File: src/rtl/shift_unit.sv
// shift_unit -- iterative barrel-less shifter.
//
// Shifts or rotates an XLEN-bit operand by an unsigned amount, moving at most
// STEP bit positions per clock. A zero amount or a reserved op code completes
// immediately and returns the operand unchanged.
//
// Configuration macro: SHIFTER_ROTATE_EN
//   defined   -> op codes 011 (ROL) and 100 (ROR) rotate the operand
//   undefined -> 011 and 100 are reserved and no rotate logic is built
//
// Parameters:
//   XLEN  operand/result width (32 or 64)
//   STEP  maximum bit positions shifted per clock (power of two, 1..XLEN/2)
//
// Ports:
//   i_clk_n   clock, registers update on its rising edge
//   i_rst_n   synchronous active-low reset
//   i_start   request a new operation (accepted only when idle)
//   i_kill    abort the operation in flight / cancel a same-cycle start
//   i_op      000 SLL, 001 SRL, 010 SRA, 011 ROL, 100 ROR, others reserved
//   i_in_a    value to shift
//   i_in_b    shift amount, unsigned
//   o_result  result, held until the next accepted start
//   o_busy    high while an operation is running
//   o_valid   one-cycle pulse when o_result is final
module shift_unit #(
  parameter int XLEN = 32,
  parameter int STEP = 1
) (
  input  logic                    i_clk_n,
  input  logic                    i_rst_n,
  input  logic                    i_start,
  input  logic                    i_kill,
  input  logic [2:0]              i_op,
  input  logic [XLEN-1:0]         i_in_a,
  input  logic [$clog2(XLEN)-1:0] i_in_b,
  output logic [XLEN-1:0]         o_result,
  output logic                    o_busy,
  output logic                    o_valid
);

  localparam int CW = $clog2(XLEN);
  localparam logic [CW-1:0] STEP_C = CW'(STEP);

  localparam logic [2:0] OP_SLL = 3'b000;
  localparam logic [2:0] OP_SRL = 3'b001;
  localparam logic [2:0] OP_SRA = 3'b010;
`ifdef SHIFTER_ROTATE_EN
  localparam logic [2:0] OP_ROL = 3'b011;
  localparam logic [2:0] OP_ROR = 3'b100;
`endif

  typedef enum logic {
    IDLE = 1'b0,
    RUN  = 1'b1
  } state_t;

  state_t          state_reg, state_next;
  logic [XLEN-1:0] result_reg, result_next;
  logic [CW-1:0]   remaining_reg, remaining_next;
  logic [2:0]      op_reg, op_next;
  logic            valid_reg, valid_next;

  logic [CW-1:0]   step_amt;
  logic [XLEN-1:0] shifted;

  function automatic logic op_legal(input logic [2:0] op);
`ifdef SHIFTER_ROTATE_EN
    return (op <= 3'b100);
`else
    return (op <= 3'b010);
`endif
  endfunction

  // Bits moved this cycle: the full step, or whatever is left if smaller.
  assign step_amt = (remaining_reg > STEP_C) ? STEP_C : remaining_reg;

`ifdef SHIFTER_ROTATE_EN
  // Rotates use a doubled copy of the value so the bits shifted out of one
  // end land in the vacated positions at the other end.
  logic [2*XLEN-1:0] rol_wide;
  logic [2*XLEN-1:0] ror_wide;
  assign rol_wide = {result_reg, result_reg} << step_amt;
  assign ror_wide = {result_reg, result_reg} >> step_amt;
`endif

  always_comb begin
    shifted = result_reg;
    case (op_reg)
      OP_SLL:  shifted = result_reg << step_amt;
      OP_SRL:  shifted = result_reg >> step_amt;
      // The sign bit never changes during SRA, so re-extending the current
      // value each step replicates the originally captured bit XLEN-1.
      OP_SRA:  shifted = $signed(result_reg) >>> step_amt;
`ifdef SHIFTER_ROTATE_EN
      OP_ROL:  shifted = rol_wide[2*XLEN-1:XLEN];
      OP_ROR:  shifted = ror_wide[XLEN-1:0];
`endif
      default: shifted = result_reg;
    endcase
  end

  always_ff @(posedge i_clk_n) begin
    if (!i_rst_n) begin
      state_reg     <= IDLE;
      result_reg    <= '0;
      remaining_reg <= '0;
      op_reg        <= '0;
      valid_reg     <= 1'b0;
    end else begin
      state_reg     <= state_next;
      result_reg    <= result_next;
      remaining_reg <= remaining_next;
      op_reg        <= op_next;
      valid_reg     <= valid_next;
    end
  end

  always_comb begin
    state_next     = state_reg;
    result_next    = result_reg;
    remaining_next = remaining_reg;
    op_next        = op_reg;
    valid_next     = 1'b0;
    case (state_reg)
      IDLE: begin
        // A start is not taken in the cycle o_valid is high, so a caller
        // holding i_start does not silently launch a second operation.
        if (i_start && !i_kill && !valid_reg) begin
          result_next    = i_in_a;
          remaining_next = i_in_b;
          op_next        = i_op;
          if ((i_in_b == '0) || !op_legal(i_op)) begin
            valid_next = 1'b1;
          end else begin
            state_next = RUN;
          end
        end
      end
      RUN: begin
        if (i_kill) begin
          state_next     = IDLE;
          remaining_next = '0;
        end else begin
          result_next    = shifted;
          remaining_next = remaining_reg - step_amt;
          if (remaining_reg == step_amt) begin
            state_next = IDLE;
            valid_next = 1'b1;
          end
        end
      end
      default: state_next = IDLE;
    endcase
  end

  assign o_result = result_reg;
  assign o_busy   = (state_reg == RUN);
  assign o_valid  = valid_reg;

endmodule

File: config.mk
export PLATFORM = sky130hd
export DESIGN_NAME = shift_unit
export DESIGN_NICKNAME = d
export VERILOG_FILES = /design/src/rtl/shift_unit.sv
export SDC_FILE = /design/constraint.sdc
export NUM_CORES = 1
export LEC_CHECK = 0
export ABC_AREA = 1
export CAP_MARGIN = 20
export CORE_MARGIN = 1.5
export CORE_UTILIZATION = 30
export CTS_CLUSTER_SIZE = 24
export DETAILED_ROUTE_END_ITERATION = 7
export GPL_ROUTABILITY_DRIVEN = 1
export HOLD_SLACK_MARGIN = 0.03
export PLACE_DENSITY = 0.66
export REMOVE_ABC_BUFFERS = 1
export SYNTH_ARGS = -nofsm -noshare
export SYNTH_HDL_FRONTEND = slang
export SYNTH_SLANG_ARGS = --single-unit
File: constraint.sdc
create_clock -name i_clk_n -period 4.1 [get_ports i_clk_n]
set_input_delay 0.82 -clock i_clk_n [delete_from_list [all_inputs] [get_ports i_clk_n]]
set_output_delay 0.82 -clock i_clk_n [all_outputs]
set_load 0.02 [all_outputs]
* Word-level counts from Yosys, hierarchy flattened
Index checks and enable logic that the tools add are counted.
** Word-level totals
- Register bits after elaboration :: 42
- Input bits :: 44
- Output and inout bits :: 34
- Word-level logic and storage cells :: 46
** Cells by class
- $add $sub $neg :: 1
- Order comparisons :: 2
- Equality and inequality tests :: 6
- Shift-type cells :: 3
- Multiplexer cells :: 18
- Bitwise logic cells :: 1
- Reductions and logical operators :: 10
** Operators by type and width (number)
- one-hot mux 32 bit (3 select lines) :: 1
- two-way mux 32 bit :: 2
- one-hot mux 32 bit (2 select lines) :: 1
- left shift 32 x 5 -> 32 bit :: 1
- right shift 32 x 5 -> 32 bit :: 1
- >>> shifter 32 x 5 -> 32 bit :: 1
- two-way mux 5 bit :: 3
- one-hot mux 5 bit (2 select lines) :: 1
- two-way mux 1 bit :: 8
- == test 5 bit :: 1
- greater-than comparator 5 x 1 -> 1 bit (second input constant) :: 1
- zero test 5 bit :: 1
- subtractor 5 bit :: 1
- inequality test 2 bit (second input constant) :: 2
- inequality test 4 x 1 -> 1 bit (second input constant) :: 1
- one-hot mux 1 bit (2 select lines) :: 2
- == test 3 x 1 -> 1 bit (second input constant) :: 1
- == test 3 x 2 -> 1 bit (second input constant) :: 1
- less-or-equal comparator 3 x 2 -> 1 bit (second input constant) :: 1
- zero test 1 bit :: 3
- zero test 3 bit :: 1
- AND reduction 3 bit :: 1
- logical AND 1 bit :: 2
- AND reduction 2 bit :: 1
- other kinds (2) :: 2

* Depth between registers and ports, before layout
Gate-level depths: netlist of run 1.
- Depth in word-level cells :: 6
- Mapped depth :: 10
- Gate-level depth less buffers :: 10

* Worst setup path before layout of run 1
Ideal clock, no wire load.
- Path kind :: input-to-reg
- From :: in i_start
- To :: reg result_reg[0], in the netlist o_result[0]
- Library setup time :: 0.122 ns
- Arrival time :: 1.643 ns
- Data required time :: 3.978 ns
- Setup slack :: 2.334 ns
- Cell stages on the path :: 8
- Buffers on the path :: 1
- Path through :: inv_1 -> nor2_1 -> nand3_4 -> nand2_4 -> inv_6 -> buf_6 -> a21oi_2 -> a21oi_1
** Between the ends
- Word-level cells in the longest chain between the ends :: 4
** Ends and longest elaborated chain
- start, declared :: RTL line 32 : input logic i_start,
- logical AND 1 bit (2 in a row) :: RTL line 129 : if (i_start && !i_kill && !valid_reg) begin
- inequality test 2 bit (no line)
- AND reduction 3 bit (no line)
- end signal, assigned :: RTL line 112 : result_reg <= result_next;
- end, declared :: RTL line 59 : logic [XLEN-1:0] result_reg, result_next;
Every way passes these cells.
A chain may end at the register's enable or synchronous reset.

* Final worst setup path of run 1
- From :: reg state_reg, in the netlist o_busy
- To :: out o_busy
** RTL lines
- start, declared :: RTL line 58 : state_t state_reg, state_next;
- start signal, assigned :: RTL line 111 : state_reg <= state_next;
- end, declared :: RTL line 38 : output logic o_busy,
No word-level cell between the ends.

==> flow_summary_export.csv, run 1 <==
group,metric,value,unit
run_status,outcome,"complete, no violations",
cts,htreeDepth,2,
setup_path,endpoint_kind,"output pin",
floorplan,rows,34,
grt,grt_pass1_wl,13.4,mm
final_layout,postLayoutCoreUtil,40.9,%
cts,tritoncts,"done",
placed_design,gp_congestion,0.849,
floorplan,die_w,99.3,um
power,pwr-share-comb,30.2,%
floorplan,ios,78,
cts,clock_sinks,42,
run,cap_violations,0,
drt,ant_nets,0,
sta,fin_crit_sh,58.4,%
setup_path,path_depth,1,
synthesis,synth_edf_count,0,
grt,gr-usage-all-layers,16.4,%
final_layout,layout.nets,526,
drt,drt_iter0_markers,263,
floorplan,dieArea,0.00987,mm2
floorplan,design.core.area,0.00885,mm2
grt,antenna_found_initial,0,
synthesis,synthArstFlopShare,0,%
power,clkPwrFrac,29.1,%
setup_path,worstSetupStartpointType,"flop",
floorplan,initial_utilization,31.5,%
cts,holdBufCountCts,0,
setup_path,crit_chain,"clkdlybuf4s50_1",
drt,drt-total-wl,8.07,mm
final_layout,drive_above_1_share,8.30,%
synthesis,synth_top_area_share,30.2,%
synthesis,synth_top_flop_cell,"dfxtp_1",
final_layout,antenna_cells,0,
setup_path,cp_top_family,"buffers and inverters",
setup_path,rrSetupSlack,1.81,ns
setup_path,timing.critical_path.from,"o_busy",
grt,grt_pass1_vias,2910,
sta,slew_headroom,66.5,%
synthesis,yosys.cell_count.top_type,"nand2_1",
synthesis,syn_area_per_cell,6.58,um2
final_layout,nFillCells,955,
synthesis,synth_cells,423,
cts,post_cts_buffers,0,
setup_path,cp_num_buf_inv,1,
final_layout,area_growth,30.0,%
synthesis,synth_area_leaders,"dfxtp_1 (30%), nand2_1 (12%), a21oi_1 (11%), nand3_1 (11%), o21ai_0 (9.3%)",
placed_design,pre_cts_ws,1.45,ns
worst_hold_path,hold_path_end,"op_reg[1]",
setup_path,worst-r2r-cell-count,8,
synthesis,synthDistinctLibCells,28,
cts,clkTransAtPathRegs,0.08,ns
setup_path,cp.arrival,1.57,ns
cts,numCtsBuffers,5,
setup_path,crit_slowest_cell,"clkdlybuf4s50_1",
setup_path,crit-reg2reg-launch,"o_busy",
setup_path,crit_fanout,11,
final_layout,stdcell_count,590,
drt,firstDrtPassIters,5,
power,leakagePower,1.39,nW
drt,wl_per_cell,13.7,um
placed_design,dp_cells,582,
setup_path,cpPeakStageDelay,0.69,ns
grt,overflow,0,
sta,setup_ws,1.71,ns
placed_design,place_hpwl,5.19,mm
cts,clockBufferDepth,2,
synthesis,ys_seq_area_share,30.2,%
setup_path,path_class,"reg -> out",
floorplan,die_h,99.3,um
drt,vias,3034,
sta,setup_violations,0,
setup_path,cp.required,3.28,ns
sta,finalHoldViolCount,0,
cts,ctsResizeCount,0,
grt,grt_start_max_net_pins,45,
final_layout,largest_register_ffs,32,
power,switchingPower,0.408,mW
synthesis,ys_ff_latch,42,
drt,vias_per_cell,5.14,
power,share_seq_of_total_power,40.7,%
power,ir_worst_vdd,0.129,mV
power,p_sw_share,34.8,%
sta,tns,0,ns
worst_hold_path,holdPathStages,2,
synthesis,ys_warn_count,0,
sta,clock_skew,0.0151,ns
drt,drc_errors,0,
synthesis,synth_commonest_cells,"nand2_1 (92), a21oi_1 (62), nand3_1 (60)",
synthesis,netlist.top_cell.by_area,"dfxtp_1",
placed_design,port_buffers,77,
cts,cts-root-buf,"clkbuf_8",
power,p_int,0.766,mW
worst_hold_path,hold_class,"reg -> reg",
sta,worstMarginPinSlew,0.502,ns
cts,clk_latency,0.31,ns
sta,max_freq,0.418,GHz
setup_path,r2r_end,"o_result[27]",
sta,layout_min_cycle_time,2.39,ns
sta,grt_setup_unrepaired,"no",
worst_hold_path,worstHoldStart,"op_reg[1]",
sta,slew_violations,0,
synthesis,netlist_area,0.00278,mm2
power,power.density,324,mW/mm2
==> layout by cell type, fill, tap and decap left out, types with 2 or more instances in the layout <==
cell	instances
o21ai_0	52
inv_2	5
a21oi_1	62
a21oi_2	10
inv_6	2
inv_1	21
nand3_4	3
clkbuf_8	5
nand3_1	60
a31oi_1	3
nor2_2	2
nor2_1	26
nand2_1	92
dfxtp_1	42
buf_4	2
nand2_4	2
clkdlybuf4s50_1	77
o211ai_1	2
nand2_2	2
nor2_8	2
==> routing by layer <==
layer	up-vias	wire length, um	GRT usage, %
met4	0	106	5.85
li1	1547	-	-
met5	-	0	0
met3	11	467	2.88
met1	1390	3830	21.8
met2	86	3660	26.6
==> through the flow <==
stage / cell area (um2) / hold WS, ns / power (mW)
floorplan: 2590 / 0.459 / 0.685
global placement: 3510 / 0.475 / 0.836
detailed placement: 3510 / 0.487 / 0.840
CTS: 3620 / 0.496 / 1.18
global route: 3620 / 0.508 / 1.23
finish: 3620 / 0.496 / 1.17
==> power groups by stage <==
stage          combinational, mW  clock [mW]  sequential, mW
3_5_place_dp               0.352           0           0.487
3_3_place_gp               0.349           0           0.487
5_1_grt                    0.389       0.361           0.485
2_1_floorplan              0.174           0           0.511
6_report                   0.354       0.342           0.478
4_1_cts                    0.354       0.344           0.478
==> worst max-delay path by stage <==
stage	to	slack [ns]
floorplan	o_result[30]	2.01
global placement	o_result[28]	1.53
detailed placement	o_result[27]	1.45
CTS	o_busy	1.71
global route	o_result[22]	1.62
finish	o_busy	1.71
==> cells by family after synthesis <==
kind of cell               Yosys count  synth area share, %
AOI/OAI and AO/OA                  131                 25.3
adders and majority gates            1                0.449
buffers and inverters               56                 11.1
DFF                                 42                 30.2
and+or+nand+nor                    193                 32.9
==> layout make-up <==
class                      instances  area [um2]  area share, %
multi-input combinational        325        1630           45.1
sequential                        42         841           23.2
timing repair buffer              79         786           21.7
tap                              108         135           3.73
inverter                          28         115           3.18
clock buffer                       6        72.6           2.00
clock inverter                     2        37.5           1.04
(Power assumes the default switching activity.)
==> run 2, diff against run 1 <==
--- a/config.mk
+++ b/config.mk
@@ -13,7 +13,7 @@
 export DETAILED_ROUTE_END_ITERATION = 7
 export GPL_ROUTABILITY_DRIVEN = 1
 export HOLD_SLACK_MARGIN = 0.03
-export PLACE_DENSITY = 0.66
+export PLACE_DENSITY = 0.68
 export REMOVE_ABC_BUFFERS = 1
 export SYNTH_ARGS = -nofsm -noshare
 export SYNTH_HDL_FRONTEND = slang
==> constraint.sdc (replaced) <==
create_clock -name i_clk_n -period 2.2 [get_ports i_clk_n]
set_input_delay 0.44 -clock i_clk_n [delete_from_list [all_inputs] [get_ports i_clk_n]]
set_output_delay 0.44 -clock i_clk_n [all_outputs]
set_load 0.02 [all_outputs]
==> flow_summary_export.csv, run 2 (same netlist as run 1, synthesis figures left out) <==
group,metric,value,unit
floorplan,die_h,99.3,um
placed_design,gp_congestion,0.846,
sta,layout_min_cycle_time,1.89,ns
cts,cts-root-buf,"clkbuf_8",
setup_path,crit_slowest_cell,"clkdlybuf4s50_1",
cts,holdBufCountCts,0,
sta,finalHoldViolCount,0,
run,cap_violations,0,
power,power.density,597,mW/mm2
final_layout,largest_register_ffs,32,
sta,slew_violations,0,
placed_design,place_hpwl,5.43,mm
final_layout,mostFrequentLayoutCells,"nand2_1 (92), clkdlybuf4s50_1 (77), a21oi_1 (62), nand3_1 (60), o21ai_0 (52)",
grt,grt_pass1_vias,2767,
sta,worstMarginPinSlew,0.491,ns
grt,gr-usage-all-layers,16.1,%
drt,ant_nets,0,
power,leakagePower,1.43,nW
setup_path,endpoint_kind,"output pin",
final_layout,final_common_cell,"nand2_1",
setup_path,cpPeakStageDelay,0.67,ns
run_status,outcome,"complete, no violations",
sta,hold_ws,0.502,ns
drt,wl_per_cell,13.5,um
drt,vias_per_cell,5.11,
placed_design,port_buffers,77,
cts,clock_sinks,42,
drt,drt_iter0_markers,123,
sta,setup_violations,0,
setup_path,cp.arrival,1.45,ns
sta,fin_crit_sh,86.0,%
floorplan,rows,34,
cts,post_cts_buffers,0,
cts,clockBufferDepth,2,
sta,tns,0,ns
setup_path,cp.required,1.76,ns
final_layout,drive_above_1_share,9.63,%
setup_path,crit_fanout,4,
final_layout,layout.nets,532,
setup_path,cp_num_buf_inv,1,
sta,max_freq,0.528,GHz
cts,tritoncts,"done",
drt,drc_errors,0,
floorplan,dieArea,0.00987,mm2
setup_path,rrSetupSlack,0.52,ns
floorplan,design.core.area,0.00885,mm2
setup_path,cp_top_family,"buffers and inverters",
cts,numCtsBuffers,5,
final_layout,antenna_cells,0,
setup_path,worstSetupStartpointType,"flop",
grt,grt_start_max_net_pins,42,
setup_path,path_class,"reg -> out",
cts,clkTransAtPathRegs,0.08,ns
setup_path,crit_chain,"clkdlybuf4s50_1",
drt,vias,3043,
cts,htreeDepth,2,
drt,firstDrtPassIters,5,
power,ir_worst_vdd,0.249,mV
cts,clk_latency,0.30,ns
sta,clock_skew,0.0145,ns
floorplan,die_w,99.3,um
sta,grt_setup_unrepaired,"no",
cts,ctsResizeCount,0,
grt,grt_pass1_wl,13.0,mm
sta,slew_headroom,67.2,%
grt,antenna_found_initial,0,
grt,overflow,0,
final_layout,area_growth,32.2,%
floorplan,ios,78,
worst_hold_path,hold_class,"reg -> reg",
drt,drt-total-wl,8.06,mm
floorplan,initial_utilization,31.5,%
run 2: report_power, final:
group          internal, mW  switching [mW]
registers             0.819          0.0715
clock network         0.338           0.293
logic                 0.283           0.394
total                  1.44           0.759
run 2: through the flow:
step,utilization [%],instances,worst slack (ns),total power [mW],instance area (um2)
CTS,41.6,596,0.277,2.22,3680
finish,41.6,596,0.307,2.20,3680
floorplan,-,395,0.111,1.28,2590
detailed placement,40.3,588,0.137,1.58,3570
global route,41.6,596,0.222,2.32,3680
global placement,40.3,588,0.200,1.58,3570
run 2: final timing paths:
check / endpoint / cells past startpoint / startpoint
worst min register to register: o_result[31] / 2 / o_result[31]
worst max register to register: remaining_reg[4] / 9 / remaining_reg[1]
worst max-delay path: o_busy / 1 / o_busy
worst min-delay path: o_result[31] / 2 / o_result[31]
run 2: cell type report:
| type | count | area [um2] |
|---|---|---|
| Sequential cell | 42 | 841 |
| Fill cell | 956 | 5170 |
| Tap cell | 108 | 135 |
| Multi-Input combinational cell | 325 | 1630 |
| Timing Repair Buffer | 85 | 843 |
| Inverter | 28 | 115 |
| Clock inverter | 3 | 45.0 |
| Clock buffer | 5 | 68.8 |
run 2: metal layers:
layer | track usage [%] | vias up | wire, um
met3 | 3.58 | 6 | 592
li1 | - | 1560 | -
met5 | 0 | - | 0
met1 | 20.7 | 1356 | 3660
met4 | 4.01 | 0 | 52
met2 | 27.4 | 121 | 3750
run 2: worst min-delay path, delay by kind of cell, from the launching register on:
family	cells	cell delay (ns)
and+or+nand+nor	1	0.07
DFF	1	0.34
AOI/OAI and AO/OA	1	0.05
==> run 3, diff against run 2 <==
--- a/config.mk
+++ b/config.mk
@@ -13,8 +13,9 @@
 export DETAILED_ROUTE_END_ITERATION = 7
 export GPL_ROUTABILITY_DRIVEN = 1
 export HOLD_SLACK_MARGIN = 0.03
-export PLACE_DENSITY = 0.68
+export PLACE_DENSITY = 0.66
 export REMOVE_ABC_BUFFERS = 1
+export SETUP_SLACK_MARGIN = 0.3
 export SYNTH_ARGS = -nofsm -noshare
 export SYNTH_HDL_FRONTEND = slang
 export SYNTH_SLANG_ARGS = --single-unit
==> constraint.sdc (replaced) <==
create_clock -name i_clk_n -period 1.9 [get_ports i_clk_n]
set_input_delay 0.38 -clock i_clk_n [delete_from_list [all_inputs] [get_ports i_clk_n]]
set_output_delay 0.38 -clock i_clk_n [all_outputs]
set_load 0.02 [all_outputs]
==> flow_summary_export.csv, run 3 (same netlist as run 1, synthesis figures left out) <==
group,metric,value,unit
grt,grt_start_max_net_pins,36,
worst_hold_path,holdPathStages,2,
power,p_sw_share,35.7,%
setup_path,cp_num_buf_inv,1,
sta,max_freq,0.661,GHz
drt,drt-total-wl,8.59,mm
floorplan,design.core.area,0.00885,mm2
placed_design,gp_congestion,0.771,
setup_path,crit-reg2reg-launch,"remaining_reg[3]",
floorplan,dieArea,0.00987,mm2
floorplan,ios,78,
setup_path,r2r_end,"o_result[15]",
sta,slew_headroom,78.1,%
drt,vias,3131,
final_layout,final-seq-area,853,um2
drt,firstDrtPassIters,4,
setup_path,crit_chain,"dlygate4sd2_1",
power,p_int,1.64,mW
final_layout,multiInputGateArea,0.00168,mm2
final_layout,largest_register_ffs,32,
floorplan,die_h,99.3,um
placed_design,place_hpwl,5.54,mm
sta,setup_violations,0,
sta,finalHoldViolCount,0,
power,pwr-share-comb,31.7,%
drt,wl_per_cell,14.2,um
final_layout,nFillCells,940,
setup_path,worstSetupStartpointType,"flop",
power,clkPwrFrac,27.7,%
placed_design,port_buffers,77,
cts,htreeDepth,2,
final_layout,drive_above_1_share,13.7,%
worst_hold_path,worstHoldStart,"op_reg[1]",
final_layout,postLayoutCoreUtil,42.7,%
setup_path,cp.arrival,1.13,ns
floorplan,rows,34,
setup_path,cpPeakStageDelay,0.46,ns
final_layout,mostFrequentLayoutCells,"nand2_1 (91), a21oi_1 (62), nand3_1 (60), o21ai_0 (52), clkdlybuf4s50_1 (42)",
setup_path,crit_fanout,5,
power,share_seq_of_total_power,40.6,%
final_layout,layout.nets,542,
sta,tns,0,ns
setup_path,crit_slowest_cell,"dfxtp_1",
run_status,outcome,"complete, no violations",
run,cap_violations,0,
sta,worstMarginPinSlew,0.328,ns
cts,numCtsBuffers,5,
final_layout,design_area,0.00378,mm2
drt,vias_per_cell,5.17,
drt,drt_iter0_markers,179,
setup_path,path_class,"reg -> out",
grt,grt_pass1_vias,2952,
setup_path,cp_top_family,"flip-flops",
sta,grt_setup_unrepaired,"yes",
setup_path,cp.required,1.52,ns
sta,setup_ws,0.387,ns
final_layout,antenna_cells,0,
final_layout,area_growth,35.7,%
cts,cts-root-buf,"clkbuf_8",
setup_path,rrSetupSlack,0.42,ns
sta,layout_min_cycle_time,1.51,ns
power,ir_worst_vdd,0.301,mV
power,switchingPower,0.910,mW
sta,fin_crit_sh,79.6,%
worst_hold_path,hold_path_end,"op_reg[1]",
final_layout,final_common_cell,"nand2_1",
setup_path,endpoint_kind,"output pin",
cts,clock_sinks,42,
setup_path,worst-r2r-cell-count,9,
sta,slew_violations,0,
cts,clkTransAtPathRegs,0.09,ns
grt,grt_pass1_wl,13.6,mm
cts,tritoncts,"done",
cts,clockBufferDepth,2,
sta,clock_skew,0.00696,ns
cts,clk_latency,0.31,ns
worst_hold_path,hold_class,"reg -> reg",
grt,antenna_found_initial,0,
grt,overflow,0,
grt,gr-usage-all-layers,16.9,%
placed_design,pre_cts_ws,0.0194,ns
placed_design,dpl-instance-area,0.00361,mm2
floorplan,die_w,99.3,um
drt,ant_nets,0,
power,power.density,675,mW/mm2
power,leakagePower,1.63,nW
floorplan,initial_utilization,31.5,%
drt,drc_errors,0,
run 3: changes by cell type in the layout (fill, tap and decap cells not counted), sizes merged, moves of 2 or more:
cell,previous run,this run
clkdlybuf4s50,77,42
dlygate4sd2,0,34
buf,8,16
clkbuf,5,8
clkinvlp,2,0
nand3,64,66
run 3: worst max path at each step:
stage	startpoint	to	slack [ns]	depth (start not counted)
floorplan	o_busy	o_result[30]	-0.19	7
global placement	i_start	o_result[6]	0.07	9
detailed placement	i_start	o_result[22]	0.02	8
CTS	remaining_reg[4]	remaining_reg[4]	0.31	9
global route	remaining_reg[2]	remaining_reg[2]	0.25	10
finish	o_result[15]	o_result[15]	0.39	1
run 3: layout make-up:
| type | instances | share of cell area (%) |
|---|---|---|
| Multi-Input combinational cell | 327 | 44.4 |
| Timing Repair Buffer | 93 | 23.4 |
| Tap cell | 108 | 3.58 |
| Inverter | 28 | 3.18 |
| Clock buffer | 8 | 2.91 |
| Sequential cell | 42 | 22.6 |
run 3: power by group through the flow:
stage / registers (mW) / logic, mW / clock network (mW)
2_1_floorplan: 1.10 / 0.376 / 0
3_3_place_gp: 1.05 / 0.783 / 0
3_5_place_dp: 1.05 / 0.793 / 0
4_1_cts: 1.03 / 0.776 / 0.709
5_1_grt: 1.05 / 0.891 / 0.739
6_report: 1.03 / 0.809 / 0.705
run 3: metal layers:
layer	global-route usage [%]	up-vias	wire [um]
li1	-	1591	-
met1	21.3	1419	3780
met2	29.0	109	4070
met3	3.51	12	634
met4	5.31	0	112
met5	0	-	0
run 3: per-stage QoR:
step	hold slack (ns)	instances	power, mW
3_3_place_gp	0.476	592	1.83
6_report	0.503	606	2.55
3_5_place_dp	0.492	592	1.84
2_1_floorplan	0.459	395	1.48
4_1_cts	0.504	601	2.52
5_1_grt	0.524	606	2.68
run 3: what timing repair did:
item | in CTS | in global routing
hold buffers | 0 | 0
setup buffers | 0 | 4
cloned | 1 | 1
endpoints found under the setup margin | 63 | 32
gates resized for setup | 40 | 14
pin swaps | 1 | 3
